==> src/rtl/cpu_pkg.sv <==
// ----------------------------------------------------------------------------
// cpu_pkg
// Definitions shared by the CPU control unit and the register datapath.
//   - default address/data widths
//   - common-bus source select codes (bus_sel_e)
//   - ALU operation codes (alu_mode_e)
// ----------------------------------------------------------------------------
package cpu_pkg;

   localparam int ADDR_WIDTH_DEF = 8;
   localparam int DATA_WIDTH_DEF = 8;

   typedef enum logic [2:0] {
      BUS_NONE = 3'd0,
      BUS_AR   = 3'd1,
      BUS_PC   = 3'd2,
      BUS_DR   = 3'd3,
      BUS_AC   = 3'd4,
      BUS_IR   = 3'd5,
      BUS_TR   = 3'd6,
      BUS_MEM  = 3'd7
   } bus_sel_e;

   typedef enum logic [2:0] {
      ALU_AND   = 3'd0,
      ALU_ADD   = 3'd1,
      ALU_SUB   = 3'd2,
      ALU_OR    = 3'd3,
      ALU_XOR   = 3'd4,
      ALU_STORE = 3'd5,
      ALU_LOAD  = 3'd6,
      ALU_NOT   = 3'd7
   } alu_mode_e;

endpackage

==> src/rtl/datapath_register.sv <==
// ----------------------------------------------------------------------------
// datapath_register
// One general-purpose datapath register with clear/load/increment control.
// Priority: clear > load > inc > hold. Increment wraps modulo 2^WIDTH.
// Ports:
//   clock    in   rising-edge clock
//   reset    in   synchronous, active-high; forces the register to 0
//   i_clear  in   clear strobe
//   i_load   in   load strobe (takes i_d)
//   i_inc    in   increment strobe
//   i_d      in   load data
//   o_q      out  register value
// ----------------------------------------------------------------------------
module datapath_register
   import cpu_pkg::*;
#(
   parameter int WIDTH = DATA_WIDTH_DEF
) (
   input  logic             clock,
   input  logic             reset,
   input  logic             i_clear,
   input  logic             i_load,
   input  logic             i_inc,
   input  logic [WIDTH-1:0] i_d,
   output logic [WIDTH-1:0] o_q
);

   logic [WIDTH-1:0] r_q;

   // NOTE: sequential state is written with non-blocking (<=) assignments so
   // every register samples its inputs as they were before the clock edge.
   always_ff @(posedge clock) begin
      if (reset) begin
         r_q <= '0;
      end else if (i_clear) begin
         r_q <= '0;
      end else if (i_load) begin
         r_q <= i_d;
      end else if (i_inc) begin
         r_q <= r_q + WIDTH'(1);
      end
   end

   assign o_q = r_q;

endmodule

==> src/rtl/register_datapath.sv <==
// ----------------------------------------------------------------------------
// register_datapath
// Executes the control word issued each cycle by the CPU control unit:
// registers AR, PC, DR, AC, IR, TR, a common bus, the memory port and a
// registered ALU stage whose result feeds AC.
// Ports:
//   clock, reset                 clock; synchronous active-high reset
//   load_*/clear_*/inc_*         per-register strobes (IR: load only)
//   memory_read                  gates mem_rdata onto the bus (sel 7)
//   memory_write                 memory write request
//   bus_selectors[2:0]           bus source select (bus_sel_e)
//   alu_enable, alu_mode[2:0]    capture ALU result / operation (alu_mode_e)
//   mem_rdata                    memory read data (combinational on mem_addr)
//   mem_addr, mem_wdata, mem_we  memory port: AR, bus value, write enable
//   IR, AC_out, bus_value        register / bus observation
//   carry, zero                  E flag; AC == 0
//   write_collision              sticky: write requested while bus = memory
// ----------------------------------------------------------------------------
module register_datapath
   import cpu_pkg::*;
#(
   parameter int ADDR_WIDTH = ADDR_WIDTH_DEF,
   parameter int DATA_WIDTH = DATA_WIDTH_DEF
) (
   input  logic                  clock,
   input  logic                  reset,
   input  logic                  load_AR,
   input  logic                  load_PC,
   input  logic                  load_DR,
   input  logic                  load_AC,
   input  logic                  load_IR,
   input  logic                  load_TR,
   input  logic                  clear_AR,
   input  logic                  clear_PC,
   input  logic                  clear_DR,
   input  logic                  clear_AC,
   input  logic                  clear_TR,
   input  logic                  inc_AR,
   input  logic                  inc_PC,
   input  logic                  inc_DR,
   input  logic                  inc_AC,
   input  logic                  inc_TR,
   input  logic                  memory_read,
   input  logic                  memory_write,
   input  logic [2:0]            bus_selectors,
   input  logic                  alu_enable,
   input  logic [2:0]            alu_mode,
   input  logic [DATA_WIDTH-1:0] mem_rdata,
   output logic [ADDR_WIDTH-1:0] mem_addr,
   output logic [DATA_WIDTH-1:0] mem_wdata,
   output logic                  mem_we,
   output logic [DATA_WIDTH-1:0] IR,
   output logic [DATA_WIDTH-1:0] AC_out,
   output logic [DATA_WIDTH-1:0] bus_value,
   output logic                  carry,
   output logic                  zero,
   output logic                  write_collision
);

   logic [ADDR_WIDTH-1:0] w_ar;
   logic [ADDR_WIDTH-1:0] w_pc;
   logic [DATA_WIDTH-1:0] w_dr;
   logic [DATA_WIDTH-1:0] w_ac;
   logic [DATA_WIDTH-1:0] w_tr;
   logic [DATA_WIDTH-1:0] w_bus;
   logic                  w_bus_is_mem;

   logic [DATA_WIDTH-1:0] r_ir;
   logic [DATA_WIDTH-1:0] r_alu_result;
   logic                  r_carry;
   logic                  r_write_collision;

   logic [DATA_WIDTH:0]   w_sum;
   logic [DATA_WIDTH:0]   w_diff;
   logic [DATA_WIDTH-1:0] w_alu_result;
   logic                  w_alu_carry;

   // ---------------------------------------------------------------- bus ---
   // NOTE: every combinational output gets a default before the case, so no
   // path leaves it unassigned and no latch is inferred.
   always_comb begin
      w_bus = '0;
      case (bus_sel_e'(bus_selectors))
         BUS_NONE: w_bus = '0;
         BUS_AR:   w_bus = DATA_WIDTH'(w_ar);
         BUS_PC:   w_bus = DATA_WIDTH'(w_pc);
         BUS_DR:   w_bus = w_dr;
         BUS_AC:   w_bus = w_ac;
         BUS_IR:   w_bus = r_ir;
         BUS_TR:   w_bus = w_tr;
         BUS_MEM:  w_bus = memory_read ? mem_rdata : '0;
         default:  w_bus = '0;
      endcase
   end

   assign w_bus_is_mem = (bus_selectors == BUS_MEM);

   // ---------------------------------------------------------- registers ---
   datapath_register #(.WIDTH(ADDR_WIDTH)) u_ar (
      .clock(clock), .reset(reset),
      .i_clear(clear_AR), .i_load(load_AR), .i_inc(inc_AR),
      .i_d(ADDR_WIDTH'(w_bus)), .o_q(w_ar)
   );

   datapath_register #(.WIDTH(ADDR_WIDTH)) u_pc (
      .clock(clock), .reset(reset),
      .i_clear(clear_PC), .i_load(load_PC), .i_inc(inc_PC),
      .i_d(ADDR_WIDTH'(w_bus)), .o_q(w_pc)
   );

   datapath_register #(.WIDTH(DATA_WIDTH)) u_dr (
      .clock(clock), .reset(reset),
      .i_clear(clear_DR), .i_load(load_DR), .i_inc(inc_DR),
      .i_d(w_bus), .o_q(w_dr)
   );

   // AC loads from the ALU result register, never from the bus. A load in the
   // same cycle as an ALU capture therefore sees the previous result.
   datapath_register #(.WIDTH(DATA_WIDTH)) u_ac (
      .clock(clock), .reset(reset),
      .i_clear(clear_AC), .i_load(load_AC), .i_inc(inc_AC),
      .i_d(r_alu_result), .o_q(w_ac)
   );

   datapath_register #(.WIDTH(DATA_WIDTH)) u_tr (
      .clock(clock), .reset(reset),
      .i_clear(clear_TR), .i_load(load_TR), .i_inc(inc_TR),
      .i_d(w_bus), .o_q(w_tr)
   );

   always_ff @(posedge clock) begin
      if (reset) begin
         r_ir <= '0;
      end else if (load_IR) begin
         r_ir <= w_bus;
      end
   end

   // ---------------------------------------------------------------- ALU ---
   assign w_sum  = {1'b0, w_ac} + {1'b0, w_dr};
   // Two's-complement subtract; the top bit is 1 when no borrow occurred.
   assign w_diff = {1'b0, w_ac} + {1'b0, ~w_dr} + (DATA_WIDTH+1)'(1);

   always_comb begin
      w_alu_result = r_alu_result;
      w_alu_carry  = r_carry;
      case (alu_mode_e'(alu_mode))
         ALU_AND:   w_alu_result = w_ac & w_dr;
         ALU_ADD: begin
            w_alu_result = w_sum[DATA_WIDTH-1:0];
            w_alu_carry  = w_sum[DATA_WIDTH];
         end
         ALU_SUB: begin
            w_alu_result = w_diff[DATA_WIDTH-1:0];
            w_alu_carry  = w_diff[DATA_WIDTH];
         end
         ALU_OR:    w_alu_result = w_ac | w_dr;
         ALU_XOR:   w_alu_result = w_ac ^ w_dr;
         ALU_STORE: w_alu_result = w_ac;
         ALU_LOAD:  w_alu_result = w_dr;
         ALU_NOT:   w_alu_result = ~w_ac;
         default:   w_alu_result = r_alu_result;
      endcase
   end

   // NOTE: there is no memory array here; every flop, including the ALU result
   // and sticky error flag, is reset so nothing powers up undefined.
   always_ff @(posedge clock) begin
      if (reset) begin
         r_alu_result <= '0;
         r_carry      <= 1'b0;
      end else if (alu_enable) begin
         r_alu_result <= w_alu_result;
         r_carry      <= w_alu_carry;
      end
   end

   // ------------------------------------------------------- memory port ---
   // A write while the bus is sourced from memory would drive memory with its
   // own read data; it is suppressed and flagged until the next reset.
   always_ff @(posedge clock) begin
      if (reset) begin
         r_write_collision <= 1'b0;
      end else if (memory_write && w_bus_is_mem) begin
         r_write_collision <= 1'b1;
      end
   end

   assign mem_we    = memory_write & ~reset & ~w_bus_is_mem;
   assign mem_addr  = w_ar;
   assign mem_wdata = w_bus;

   // ------------------------------------------------------------ outputs ---
   assign IR              = r_ir;
   assign AC_out          = w_ac;
   assign bus_value       = w_bus;
   assign carry           = r_carry;
   // Reported as 1 throughout a reset cycle, before AC has actually cleared.
   assign zero            = reset | (w_ac == '0);
   assign write_collision = r_write_collision;

endmodule
==> config.mk <==
export PLATFORM = sky130hd
export DESIGN_NAME = register_datapath
export DESIGN_NICKNAME = d
export VERILOG_FILES = /design/src/rtl/cpu_pkg.sv /design/src/rtl/datapath_register.sv /design/src/rtl/register_datapath.sv
export SDC_FILE = /design/constraint.sdc
export NUM_CORES = 1
export LEC_CHECK = 0
export CAP_MARGIN = 20
export CORE_ASPECT_RATIO = 0.7
export CORE_MARGIN = 2
export CORE_UTILIZATION = 54
export DETAILED_ROUTE_END_ITERATION = 12
export PLACE_DENSITY = 0.81
export REMOVE_ABC_BUFFERS = 1
export SETUP_SLACK_MARGIN = 0.5
export SLEW_MARGIN = 20
export SYNTH_ARGS = -nofsm -noshare
export SYNTH_HDL_FRONTEND = slang
export SYNTH_SLANG_ARGS = --single-unit
==> constraint.sdc <==
create_clock -name clock -period 3.15 [get_ports clock]
set_input_delay 0.315 -clock clock [delete_from_list [all_inputs] [get_ports clock]]
set_output_delay 0.315 -clock clock [all_outputs]
set_load 0.02 [all_outputs]
== Word-level counts from Yosys, hierarchy flattened ==
Cells that the tools add are included.

* Bits in registers: 58
* Input port bits: 35
* Output and inout port bits: 44

* Add/subtract/negate cells: 8
* Eq/ne operators: 14
* Multiplexer cells: 14
* Bitwise logic cells: 10
* Reductions and logical operators: 16

{| class="wikitable"
|+ Operator list
! cell !! number
|-
| 8-bit one-hot mux with 8 select lines || 2
|-
| 8-bit two-way mux || 11
|-
| 8-bit by 1-bit adder with 8-bit output, second input constant || 5
|-
| 3-bit == test, second input constant || 8
|-
| 8-bit by 8-bit adder with 9-bit output || 2
|-
| 8-bit inverter || 2
|-
| 3-bit by 2-bit == test with 1-bit output, second input constant || 4
|-
| 2-bit nonzero test || 6
|-
| 2-bit OR reduction || 5
|-
| 9-bit by 1-bit adder with 9-bit output, second input constant || 1
|-
| 8-bit bitwise AND || 1
|-
| 8-bit zero test || 1
|-
| 8-bit OR || 1
|-
| 8-bit XOR || 1
|-
| 3-bit by 1-bit == test with 1-bit output, second input constant || 2
|-
| 3-bit zero test || 2
|-
| 1-bit bitwise AND || 2
|-
| 1-bit inverter || 2
|-
| 1-bit one-hot mux with 2 select lines || 1
|-
| 2-bit AND reduction || 1
|-
| 1-bit logical AND || 1
|-
| 1-bit OR || 1
|}

== Logic depth before layout (Yosys ltp) ==
Gate-level depths: netlist of run 1.

* Depth in word-level cells: 4
* Gate-level depth with buffers: 11
* Mapped depth without buffers: 10

== Modules after synthesis ==
Synthesis of run 1 repeated with hierarchy kept, for this count alone.

* Cells, all modules: 592
* Area total of the unflattened synthesis: 4787.1 sq um

{| class="wikitable"
|+ Modules (own cells, without submodules)
! module !! times used !! cells each !! area each (sq um)
|-
| register_datapath || 1 || 347 || 2560.0
|-
| datapath_register || 5 || 49 || 445.4
|}

== Worst setup path after synthesis of run 1 ==
OpenSTA, ideal clock, no wires.

* Path type: flip-flop to flip-flop
* From: reg u_ac.r_q[0] (netlist: u_ac.o_q[0])
* To: reg r_carry (netlist: carry)
* Setup time: 0.134 ns
* Arrival time: 2.274 ns
* Data required time: 3.016 ns
* Setup slack: 0.743 ns
* Stages on the path, launching flop included: 12
* Path buffers: 1
* Cells stage by stage: dfxtp_1 clkbuf_1 inv_1 ha_1 inv_1 fa_1 nand2b_1 nand2b_1 a221o_1 a2111oi_2 a211o_1 a311oi_1

* Word-level cells in the longest chain between the ends: 3
* Elaborated cells on any way between the ends: 4
* Classes of those cells: 3 x add/sub; 1 x mux

{| class="wikitable"
|+ RTL lines
! what !! line !! source
|-
| start: declaration || datapath_register.sv:28 || <nowiki>logic [WIDTH-1:0] r_q;</nowiki>
|-
| start signal: assignment || datapath_register.sv:38 || <nowiki>r_q <= i_d;</nowiki>
|-
| start signal: assignment || datapath_register.sv:40 || <nowiki>r_q <= r_q + WIDTH'(1);</nowiki>
|-
| 8-bit by 8-bit adder with 9-bit output || register_datapath.sv:142 || <nowiki>assign w_diff = {1'b0, w_ac} + {1'b0, ~w_dr} + (DATA_WIDTH+1)'(1);</nowiki>
|-
| 9-bit by 1-bit adder with 9-bit output || register_datapath.sv:142 ||
|-
| 1-bit one-hot mux with 2 select lines (*) || register_datapath.sv:147 || <nowiki>case (alu_mode_e'(alu_mode))</nowiki>
|-
| end signal: assignment || register_datapath.sv:174 || <nowiki>r_carry <= w_alu_carry;</nowiki>
|-
| end: declaration || register_datapath.sv:70 || <nowiki>logic r_carry;</nowiki>
|}

Every way passes the cells marked *; elsewhere a longest branch is shown, timed or not.
A chain may end at the register's enable or synchronous reset.

== Final worst setup path of run 1 ==
* From: reg u_dr.r_q[4] (netlist: u_dr.o_q[4])
* To: reg r_carry (netlist: carry)

* Word-level cells in the longest chain between the ends: 4
* Elaborated cells on any way between the ends: 5
* Classes of those cells: 3 x add/sub; 1 x mux; 1 x bitwise

{| class="wikitable"
|+ RTL lines
! what !! line
|-
| start: declaration || datapath_register.sv:28
|-
| start signal: assignment || datapath_register.sv:38
|-
| start signal: assignment || datapath_register.sv:40
|-
| 8-bit inverter || register_datapath.sv:142
|-
| 8-bit by 8-bit adder with 9-bit output || register_datapath.sv:142
|-
| 9-bit by 1-bit adder with 9-bit output || register_datapath.sv:142
|-
| 1-bit one-hot mux with 2 select lines (*) || register_datapath.sv:147
|}

Marks and branches as above.

==> results of run 1 <==
-- how the worst max path moves through the flow --
stage,from,endpoint,slack [ns],cells after the start
after floorplan,u_ac.o_q[4],carry,0.76,8
after global routing,u_dr.o_q[4],carry,0.46,8
after detailed placement,bus_selectors[1],bus_value[2],0.06,6
after CTS,u_ac.o_q[4],carry,0.52,8
after global placement,bus_selectors[1],mem_wdata[3],0.18,6
final,u_dr.o_q[4],carry,0.54,8
-- cell usage in the layout, fill, tap and decap left out, types with 5 or more instances in the layout --
| master | Yosys | layout |
|---|---|---|
| a21oi_1 | 31 | 30 |
| xor2_1 | 6 | 6 |
| nand3_1 | 9 | 9 |
| inv_1 | 33 | 31 |
| and3_1 | 6 | 6 |
| nor2_1 | 81 | 81 |
| nor3_1 | 10 | 10 |
| dfxtp_2 | 0 | 5 |
| nand4_1 | 14 | 14 |
| nor2b_1 | 17 | 13 |
| o211ai_1 | 8 | 8 |
| buf_4 | 9 | 17 |
| dfxtp_1 | 58 | 53 |
| xnor2_1 | 35 | 35 |
| clkdlybuf4s50_1 | 0 | 66 |
| ha_1 | 30 | 29 |
| mux2i_1 | 6 | 6 |
| o21ai_0 | 18 | 18 |
| a211oi_1 | 51 | 50 |
| a221oi_1 | 8 | 8 |
| dlymetal6s2s_1 | 0 | 7 |
| clkbuf_16 | 0 | 9 |
| nand2b_1 | 8 | 8 |
| or2_2 | 6 | 6 |
| a22oi_1 | 5 | 5 |
| nand2_1 | 38 | 38 |
-- worst min-delay path: stages, from the launching register on --
cell and delay (ns):
dfxtp_1 0.30, nand2_1 0.06, a21oi_1 0.06
-- stage by stage --
step	utilization	total power [mW]	area (um^2)	cells
after floorplan	-	1.08	4340	540
after global placement	0.646	1.33	5380	740
after detailed placement	0.646	1.35	5380	740
after CTS	0.683	2.35	5690	755
after global routing	0.689	2.44	5740	755
final	0.689	2.35	5740	755
-- layout make-up --
type	instances	area, um^2
clock inverter	2	35.0
tap	105	131
clock buffer	13	270
timing repair buffer	95	918
fill	694	2590
sequential	58	1170
multi-input combinational	448	3090
inverter	34	128
-- kinds of logic (layout without fill, tap and decap cells) --
family | Yosys count | after routing | share of synthesized area
flops | 58 | 58 | 0.253
simple gates | 204 | 204 | 0.212
mux | 12 | 12 | 0.0327
buf+inv | 85 | 144 | 0.0812
compound gates | 159 | 159 | 0.253
xor+xnor | 41 | 41 | 0.0782
fa+ha+maj | 32 | 32 | 0.0905
-- routing by layer --
metal,routed length [um],GRT usage,up-vias
li1,-,-,2213
met1,7050,0.479,2243
met2,6180,0.461,266
met3,1470,0.0918,20
met4,162,0.0963,0
met5,0,0,-
-- sequential cells by signal (all words and copies together) (netlist names) --
name / count
write_collision: 1
u_pc.o_q: 8
carry: 1
r_alu_result: 8
u_ac.o_q: 8
u_ar.o_q: 8
u_dr.o_q: 8
u_tr.o_q: 8
IR: 8
-- power by group through the flow --
stage	combinational, mW	clock, mW	sequential, mW
after floorplan	0.247	0	0.835
after global placement	0.500	0	0.832
after detailed placement	0.512	0	0.834
after CTS	0.515	1.02	0.819
after global routing	0.564	1.05	0.825
final	0.525	1.01	0.822
-- what timing repair did --
action,4_1_cts,5_1_grt
endpoints found under the setup margin,16,18
hold buffers,0,0
gates resized for setup,12,22
pin swaps,0,1
==> impl_results.md, run 1 <==
* CP Data Required Time at 3.35 ns
* Final Critical Period at 2.61 ns
* CTS Root Buffer Type: clkbuf_16
* Overall Global Routing Usage at 0.326
* Setup-failing EPs final at 0
* Area delta synth->final at 25.1%
* Fin Setup TNS at 0 ns
* Htree depth at 3
* Initial Util at 0.550
* Hold crit path type: reg2reg
* Cell family with most CP delay: compound AO/OA/AOI/OAI gates
* Setup crit end kind: flop
* CTS tree: yes
* Top cell type's share of synthesized area at 0.253
* Hold Vio Cnt, Final at 0
* Unrepaired setup endpoints after global routing: true
* Layout cells sized above 1 at 0.106
* Inserted Diodes at 0
* Global-route wire length before repair at 23.3 mm
* Pre-CTS WS at 0.0571 ns
* GRT overflow at 0
* Clock Skews at 0.00688 ns
* Startpoint of the worst hold path: r_alu_result[3]
* DR WL/cell at 19.7 um
* Max Slew Vio Count at 0
* Asr flop ratio synth at 0
* Max Cap Viol at 0
* IO Pins at 79
* Fmax at 383 MHz
* Routed wire length at 14.9 mm
* Die W at 114 um
* Arrival time at the worst endpoint at 2.81 ns
* Cells along the critical path: inv_1 -> ha_2 -> inv_1 -> a21o_1 -> a221o_1 -> a2111oi_2 -> a211o_1 -> a311oi_1
* Setup repair bufs after CTS at 0
* Reg-to-Reg Start: u_dr.o_q[4]
* Flop pwr share at 0.349
* Reg2reg end: carry
* Synth cell types at 64
* Hold path cells at 2
* Seq/Total Area, Yosys at 0.253
* Avg Cell Area, Syn at 7.77 um^2
* Count leader, synth: nor2_1
* Via-to-Cell Ratio at 6.28
* Crit path largest cell delay at 0.51 ns
* Seq cells post-synth at 58
* Largest cells by area after synthesis: dfxtp_1 25%, a211oi_1 8.3%, ha_1 8.2%
* Final nets at 713
* Pwr/cell area at 410 mW/mm^2
* DIE AREA at 0.00926 mm^2
* Internal power at 1.67 mW
* Warnings from Yosys at 0
* DP HPWL at 11.2 mm
* Sw Pwr at 0.684 mW
* CTS Buf Count at 9
* Crit path max-delay cell type: dfxtp_1
* Leak at 2.27 nW
* Clk Latency, worst-skew pair at 0.34 ns
* Largest net degree at the start of global routing at 24
* Pre-antenna DRT Iters at 5
* Core ar. at 0.00834 mm^2
* Switch share at 0.290
* PortBufs at 78
* Post-route setup slack at 0.536 ns
* Clock power share at 0.428
* Max VDD drop at 0.301 mV
* CP most frequent cell: inv_1
* Top FF cell, synth: dfxtp_1
* Combinational share of power at 0.223
* Row Count at 28
* R2r setup slk at 0.54 ns
* Commonest cells post-synth: 81 x nor2_1, 58 x dfxtp_1, 51 x a211oi_1, 38 x nand2_1, 35 x xnor2_1
* Worst-path clk slew at 0.05 ns
* WHS at 0.474 ns
* Via count at 4742
* DR DRC count at 0
* Die height at 81.1 um
* Post-Syn Area at 0.00459 mm^2
* Crit path kind: reg2reg
* DR iter-0 viols at 443
* Worst-margin pin slew at 0.613 ns
* Worst rel slew slack at 0.590
* Post-Syn Instances at 591
* Critical path peak fanout at 8
* Post-DRT Antenna Nets at 0
* Area leader, netlist: dfxtp_1
* Vias in the first global route at 4367
* Final period utilization at 0.830
* WP buf/inv at 2
* Cells on worst reg2reg path at 8
* Crit path launch type: flop
* CTS Sinks at 58
* CTS Buffer Depth at 2
* GP Congestion at 1.01
* Hold Path Sink: r_alu_result[3]
* Initial antenna violation count at 0
* Status: complete, no violations
* EDFF count, synth at 0
Note: power is estimated with default switching activity, not from simulation.
==> inputs of run 2 (changes only) <==
Settings changed: CORE_UTILIZATION 54 to 49, PLACE_DENSITY 0.81 to 0.78.
Clock period 3.15 ns to 2.1 ns, I/O delays scaled along.
==> run 2 against run 1 <==
Compared with the run above:
- the run now ends with negative setup slack left
- largest cell class unchanged
- power increased by 69%
- maximum frequency increased by 20%
- cell count increased by 15%
- first-iteration DRC count increased by 49%
==> impl_results.md, run 2 (synthesized netlist as in run 1, its figures left out) <==
* Status: finished with violations
* Failing checks: negative setup slack
* Final Critical Period at 2.17 ns (-0.442 ns)
* Overall Global Routing Usage at 0.352 (+0.0258)
* GRT overflow at 0 (unchanged)
* Clk Latency, worst-skew pair at 0.35 ns (about the same)
* Final Cell Area at 0.00732 mm^2 (+27%)
* CTS Root Buffer Type: clkbuf_16
* Routed wire length at 19.4 mm (+30%)
* CTS Buf Count at 9 (unchanged)
* IO Pins at 79 (unchanged)
* Fmax at 460 MHz (+20%)
* DR WL/cell at 22.2 um (+13%)
* Hold Vio Cnt, Final at 0 (unchanged)
* Initial antenna violation count at 0 (unchanged)
* Via-to-Cell Ratio at 6.34 (+0.99%)
* Unrepaired setup endpoints after global routing: true
* Die W at 120 um (+4.8%)
* Critical path peak fanout at 3 (-5)
* DP Area at 0.00589 mm^2 (+9.4%)
* Arrival time at the worst endpoint at 2.42 ns (-0.39 ns)
* CP Data Required Time at 2.35 ns (-1.00 ns)
* Worst rel slew slack at 0.470 (-0.120)
* Crit path launch type: flop
* Max VDD drop at 0.507 mV (+69%)
* Post-route setup slack at -0.0716 ns (-0.608 ns)
* Max Cap Viol at 0 (unchanged)
* Final Util at 0.807 (+0.118)
* Worst-margin pin slew at 0.793 ns (+0.180 ns)
* Worst-path clk slew at 0.06 ns (about the same)
* Vias in the first global route at 5108 (+17%)
* Hold crit path type: in2reg
* Fin Setup TNS at -0.289 ns (-0.289 ns)
* Pre-CTS WS at -0.548 ns (-0.605 ns)
* Non-Filler Instances at 871 (+15%)
* Pre-antenna DRT Iters at 5 (unchanged)
* Setup crit end kind: flop
* CTS tree: yes
* Pwr Total at 3.98 mW (+69%)
* Max Slew Vio Count at 0 (unchanged)
* Leak at 3.02 nW (+33%)
* Cell Count Post-Placement at 820 (+11%)
* Crit path largest cell delay at 0.38 ns (-0.13 ns)
* Crit path kind: reg2reg
* CTS Buffer Depth at 2 (unchanged)
* Final period utilization at 1.03 (+0.204)
* Setup-failing EPs final at 6 (+6)
* Area delta synth->final at 59.5%
* Via count at 5525 (+17%)
* PortBufs at 78 (unchanged)
* Cells along the critical path: buf_6 -> ha_4 -> inv_2 -> fa_2 -> nand2b_4 -> a21oi_4 -> a31oi_4 -> nor2_2 -> o221ai_1 -> a311oi_1
* WHS at 0.462 ns (-0.0127 ns)
* DP HPWL at 12.2 mm (+8.2%)
* Core ar. at 0.00907 mm^2 (+8.8%)
* Global-route wire length before repair at 27.7 mm (+19%)
* Final nets at 809 (+13%)
* Post-CTS Hold Buffers at 0 (unchanged)
* DR iter-0 viols at 659 (+49%)
* DR DRC count at 0 (unchanged)
* DIE AREA at 0.0102 mm^2 (+9.8%)
* Layout cells sized above 1 at 0.395 (+0.289)
* Largest net degree at the start of global routing at 32 (+33%)
* Crit path max-delay cell type: dfxtp_4
* Inserted Diodes at 0 (unchanged)
* Row Count at 29 (+3.6%)
* Pwr/cell area at 544 mW/mm^2 (+33%)
* Most frequent cells in the layout: 86 x buf_4, 78 x nor2_1, 42 x dfxtp_1
* Commonest non-fill, non-tap cell in the layout: buf_4
* Die height at 85.0 um (+4.7%)
* GP Congestion at 0.954 (-5.5%)
* CTS Sinks at 58 (unchanged)
* Htree depth at 3 (unchanged)
* Clock Skews at 0.0110 ns (+0.00409 ns)
* Initial Util at 0.506 (-0.0445)
* Post-DRT Antenna Nets at 0 (unchanged)
-- run 2: routing by layer --
metal  vias to the layer above  GRT usage  part of all wire
met4                         0      0.118             0.039
li1                       2414          -                 -
met3                        99      0.113              0.12
met1                      2633      0.474              0.40
met5                         -          0                 0
met2                       379      0.537              0.44
-- run 2: power breakdown --
| part | switching (mW) | total, mW | internal (mW) |
|---|---|---|---|
| logic | 0.616 | 1.14 | 0.521 |
| registers | 0.0649 | 1.22 | 1.15 |
| clock network | 0.562 | 1.63 | 1.07 |
-- run 2: cell type report --
| type | instances | area (um^2) |
|---|---|---|
| repair buffers | 191 | 1780 |
| inverters | 34 | 140 |
| clock inverters | 5 | 77.6 |
| clock buffers | 11 | 243 |
| multi-input cells | 448 | 3730 |
| fillers | 515 | 1750 |
| flip-flops and latches | 58 | 1190 |
| well taps | 124 | 155 |
-- run 2: path summary, 6_finish.rpt --
kind | startpoint | end | slack (ns) | cells past startpoint
max | u_dr.o_q[0] | carry | -0.07 | 10
min reg2reg | r_alu_result[6] | r_alu_result[6] | 0.48 | 2
min | reset | write_collision | 0.46 | 3
max reg2reg | u_dr.o_q[0] | carry | -0.07 | 10
-- run 2: worst max-delay path, delay by kind of cell (launching register included) --
| kind | cells | cell delay [ns] |
|---|---|---|
| adders and majority gates | 2 | 0.50 |
| and+or+nand+nor | 2 | 0.28 |
| AOI/OAI and AO/OA | 4 | 0.76 |
| buffers and inverters | 2 | 0.14 |
| DFF | 1 | 0.38 |
-- run 2: what timing repair did --
item,CTS,global route
gates resized for setup,252,93
endpoints found under the setup margin,83,66
buffers inserted,18,16
gates cloned,1,0
pin swaps,49,43
==> inputs of run 3 (changes only) <==
Settings changed: CAP_MARGIN 20 to 10, SETUP_SLACK_MARGIN 0.5 to unset.
==> run 3 against run 2 <==
Compared with the run above:
- the flow still finishes with violations (negative setup slack)
- highest routed layer unchanged
- cell area is 10% lower
- critical path type unchanged
- critical endpoint unchanged
- cell count fell by 2.5%
- count of clock-buffer cells in the layout unchanged
- sequential cell count unchanged
- power decreased by 4.8%
==> impl_results.md, run 3 (synthesized netlist as in run 1, its figures left out) <==
* Largest net degree at the start of global routing at 32 (unchanged)
* Fmax at 465 MHz (+0.95%)
* Area of the multi-input gates at 0.00334 mm^2 (-10%)
* Max Slew Vio Count at 0 (unchanged)
* Post-DRT Antenna Nets at 0 (unchanged)
* DP Area at 0.00589 mm^2 (unchanged)
* Commonest non-fill, non-tap cell in the layout: buf_4
* Via-to-Cell Ratio at 6.13 (-3.3%)
* Failing checks: negative setup slack
* Cells on worst reg2reg path at 10 (unchanged)
* Critical path peak fanout at 3 (unchanged)
* Leak at 2.62 nW (-13%)
* IO Pins at 79 (unchanged)
* Register area at 0.00118 mm^2 (-1.3%)
* Routed wire length at 16.7 mm (-14%)
* Final Cell Area at 0.00658 mm^2 (-10%)
* Global-route wire length before repair at 25.9 mm (-6.5%)
* DP HPWL at 12.2 mm (unchanged)
* Die height at 85.0 um (unchanged)
* Unrepaired setup endpoints after global routing: true
* CP Launch Point: u_ac.o_q[0]
* Layout cells sized above 1 at 0.269 (-0.126)
* DR DRC count at 0 (unchanged)
* Hold crit path type: reg2reg
* CTS Buf Count at 9 (unchanged)
* Reg2reg end: carry
* Pwr/cell area at 577 mW/mm^2 (+5.9%)
* Post-route setup slack at -0.0511 ns (+0.0205 ns)
* Die W at 120 um (unchanged)
* PortBufs at 78 (unchanged)
* Crit path launch type: flop
* Row Count at 29 (unchanged)
* CTS tree: yes
* DIE AREA at 0.0102 mm^2 (unchanged)
* R2r setup slk at -0.05 ns (+0.02 ns)
* Hold Vio Cnt, Final at 0 (unchanged)
* Arrival time at the worst endpoint at 2.36 ns (-0.06 ns)
* Worst-margin pin slew at 0.685 ns (-0.108 ns)
* Vias in the first global route at 4907 (-3.9%)
* Final Util at 0.725 (-0.0817)
* GP Congestion at 0.954 (unchanged)
* Area delta synth->final at 43.3%
* Worst rel slew slack at 0.542 (+0.0722)
* Most frequent cells in the layout: 83 x buf_4, 79 x nor2_1, 58 x clkdlybuf4s50_1
* Clk Latency, worst-skew pair at 0.34 ns (about the same)
* Status: finished with violations
* Inserted Diodes at 0 (unchanged)
* DR WL/cell at 19.7 um (-11%)
* CTS Sinks at 58 (unchanged)
* Cell Count Post-Placement at 820 (unchanged)
* Final Critical Period at 2.15 ns (-0.0205 ns)
* Max VDD drop at 0.468 mV (-7.8%)
* CP Data Required Time at 2.31 ns (-0.04 ns)
* WHS at 0.471 ns (+0.00972 ns)
* GRT overflow at 0 (unchanged)
* Htree depth at 3 (unchanged)
* Pre-antenna DRT Iters at 5 (unchanged)
* Fin Setup TNS at -0.135 ns (+0.153 ns)
* CTS Buffer Depth at 2 (unchanged)
* Final period utilization at 1.02 (-0.00976)
* Reg-to-Reg Start: u_ac.o_q[0]
* Overall Global Routing Usage at 0.327 (-0.0248)
* Core ar. at 0.00907 mm^2 (unchanged)
* CP endpoint: carry
* DR iter-0 viols at 558 (-15%)
* Final nets at 787 (-2.7%)
* Clock Skews at 0.00914 ns (-0.00183 ns)
* Initial antenna violation count at 0 (unchanged)
* Non-Filler Instances at 849 (-2.5%)
* CTS Root Buffer Type: clkbuf_16
* Setup-failing EPs final at 6 (unchanged)
* Worst-path clk slew at 0.05 ns (about the same)
* Initial Util at 0.506 (unchanged)
* Via count at 5208 (-5.7%)
* Max Cap Viol at 0 (unchanged)
* Crit path kind: reg2reg
* Setup crit end kind: flop
* Filler cells at 667 (+30%)
run 3: worst min-delay path by stage:
stage	from	to	depth (start not counted)
after global placement	write_collision	write_collision	2
after floorplan	reset	r_alu_result[1]	1
final	r_alu_result[4]	u_ac.o_q[4]	2
after global routing	r_alu_result[6]	r_alu_result[6]	2
after detailed placement	r_alu_result[6]	r_alu_result[6]	2
after CTS	r_alu_result[3]	r_alu_result[3]	2
run 3: report_power, final:
group | leakage [nW] | internal, mW | total [mW] | switching [mW]
Sequential | 0.480 | 1.16 | 1.22 | 0.0607
Clock | 0.156 | 1.07 | 1.61 | 0.542
Combinational | 1.98 | 0.444 | 0.969 | 0.525
Total | 2.62 | 2.67 | 3.79 | 1.13
run 3: critical path, cell delays in order, from the launching register on:
cell	delay (ns)
dfxtp_2	0.33
inv_2	0.08
ha_4	0.13
inv_2	0.04
fa_2	0.38
nand2b_4	0.11
nand2b_4	0.06
a221o_1	0.37
a2111oi_4	0.31
a211o_1	0.14
a311oi_1	0.07
run 3: stage by stage:
step | worst slack [ns] | power (mW)
6_report | -0.0511 | 3.79
5_1_grt | -0.155 | 3.93
4_1_cts | -0.0933 | 3.72
3_5_place_dp | -0.548 | 2.10
3_3_place_gp | -0.510 | 2.07
2_1_floorplan | -0.290 | 1.62
run 3: final cells by class:
| cell class | count | share of cell area |
|---|---|---|
| Multi-Input combinational cell | 448 | 0.508 |
| Clock buffer | 11 | 0.0369 |
| Inverter | 34 | 0.0205 |
| Clock inverter | 5 | 0.0118 |
| Tap cell | 124 | 0.0236 |
| Timing Repair Buffer | 169 | 0.220 |
| Sequential cell | 58 | 0.179 |
run 3: per-layer routing:
metal  global-route usage  up-vias  part of all wire
met1                0.462     2461              0.42
li1                     -     2372                 -
met4                0.103        0             0.025
met3               0.0907       50              0.12
met2                0.487      325              0.43
met5                    0        -                 0
run 3: what timing repair did:
action                     CTS  global route
pin swaps                   18            20
gates resized for setup     90            58
hold buffers                 0             0
cloned                       1             0
setup endpoints to repair   23            22
setup buffers                8             6
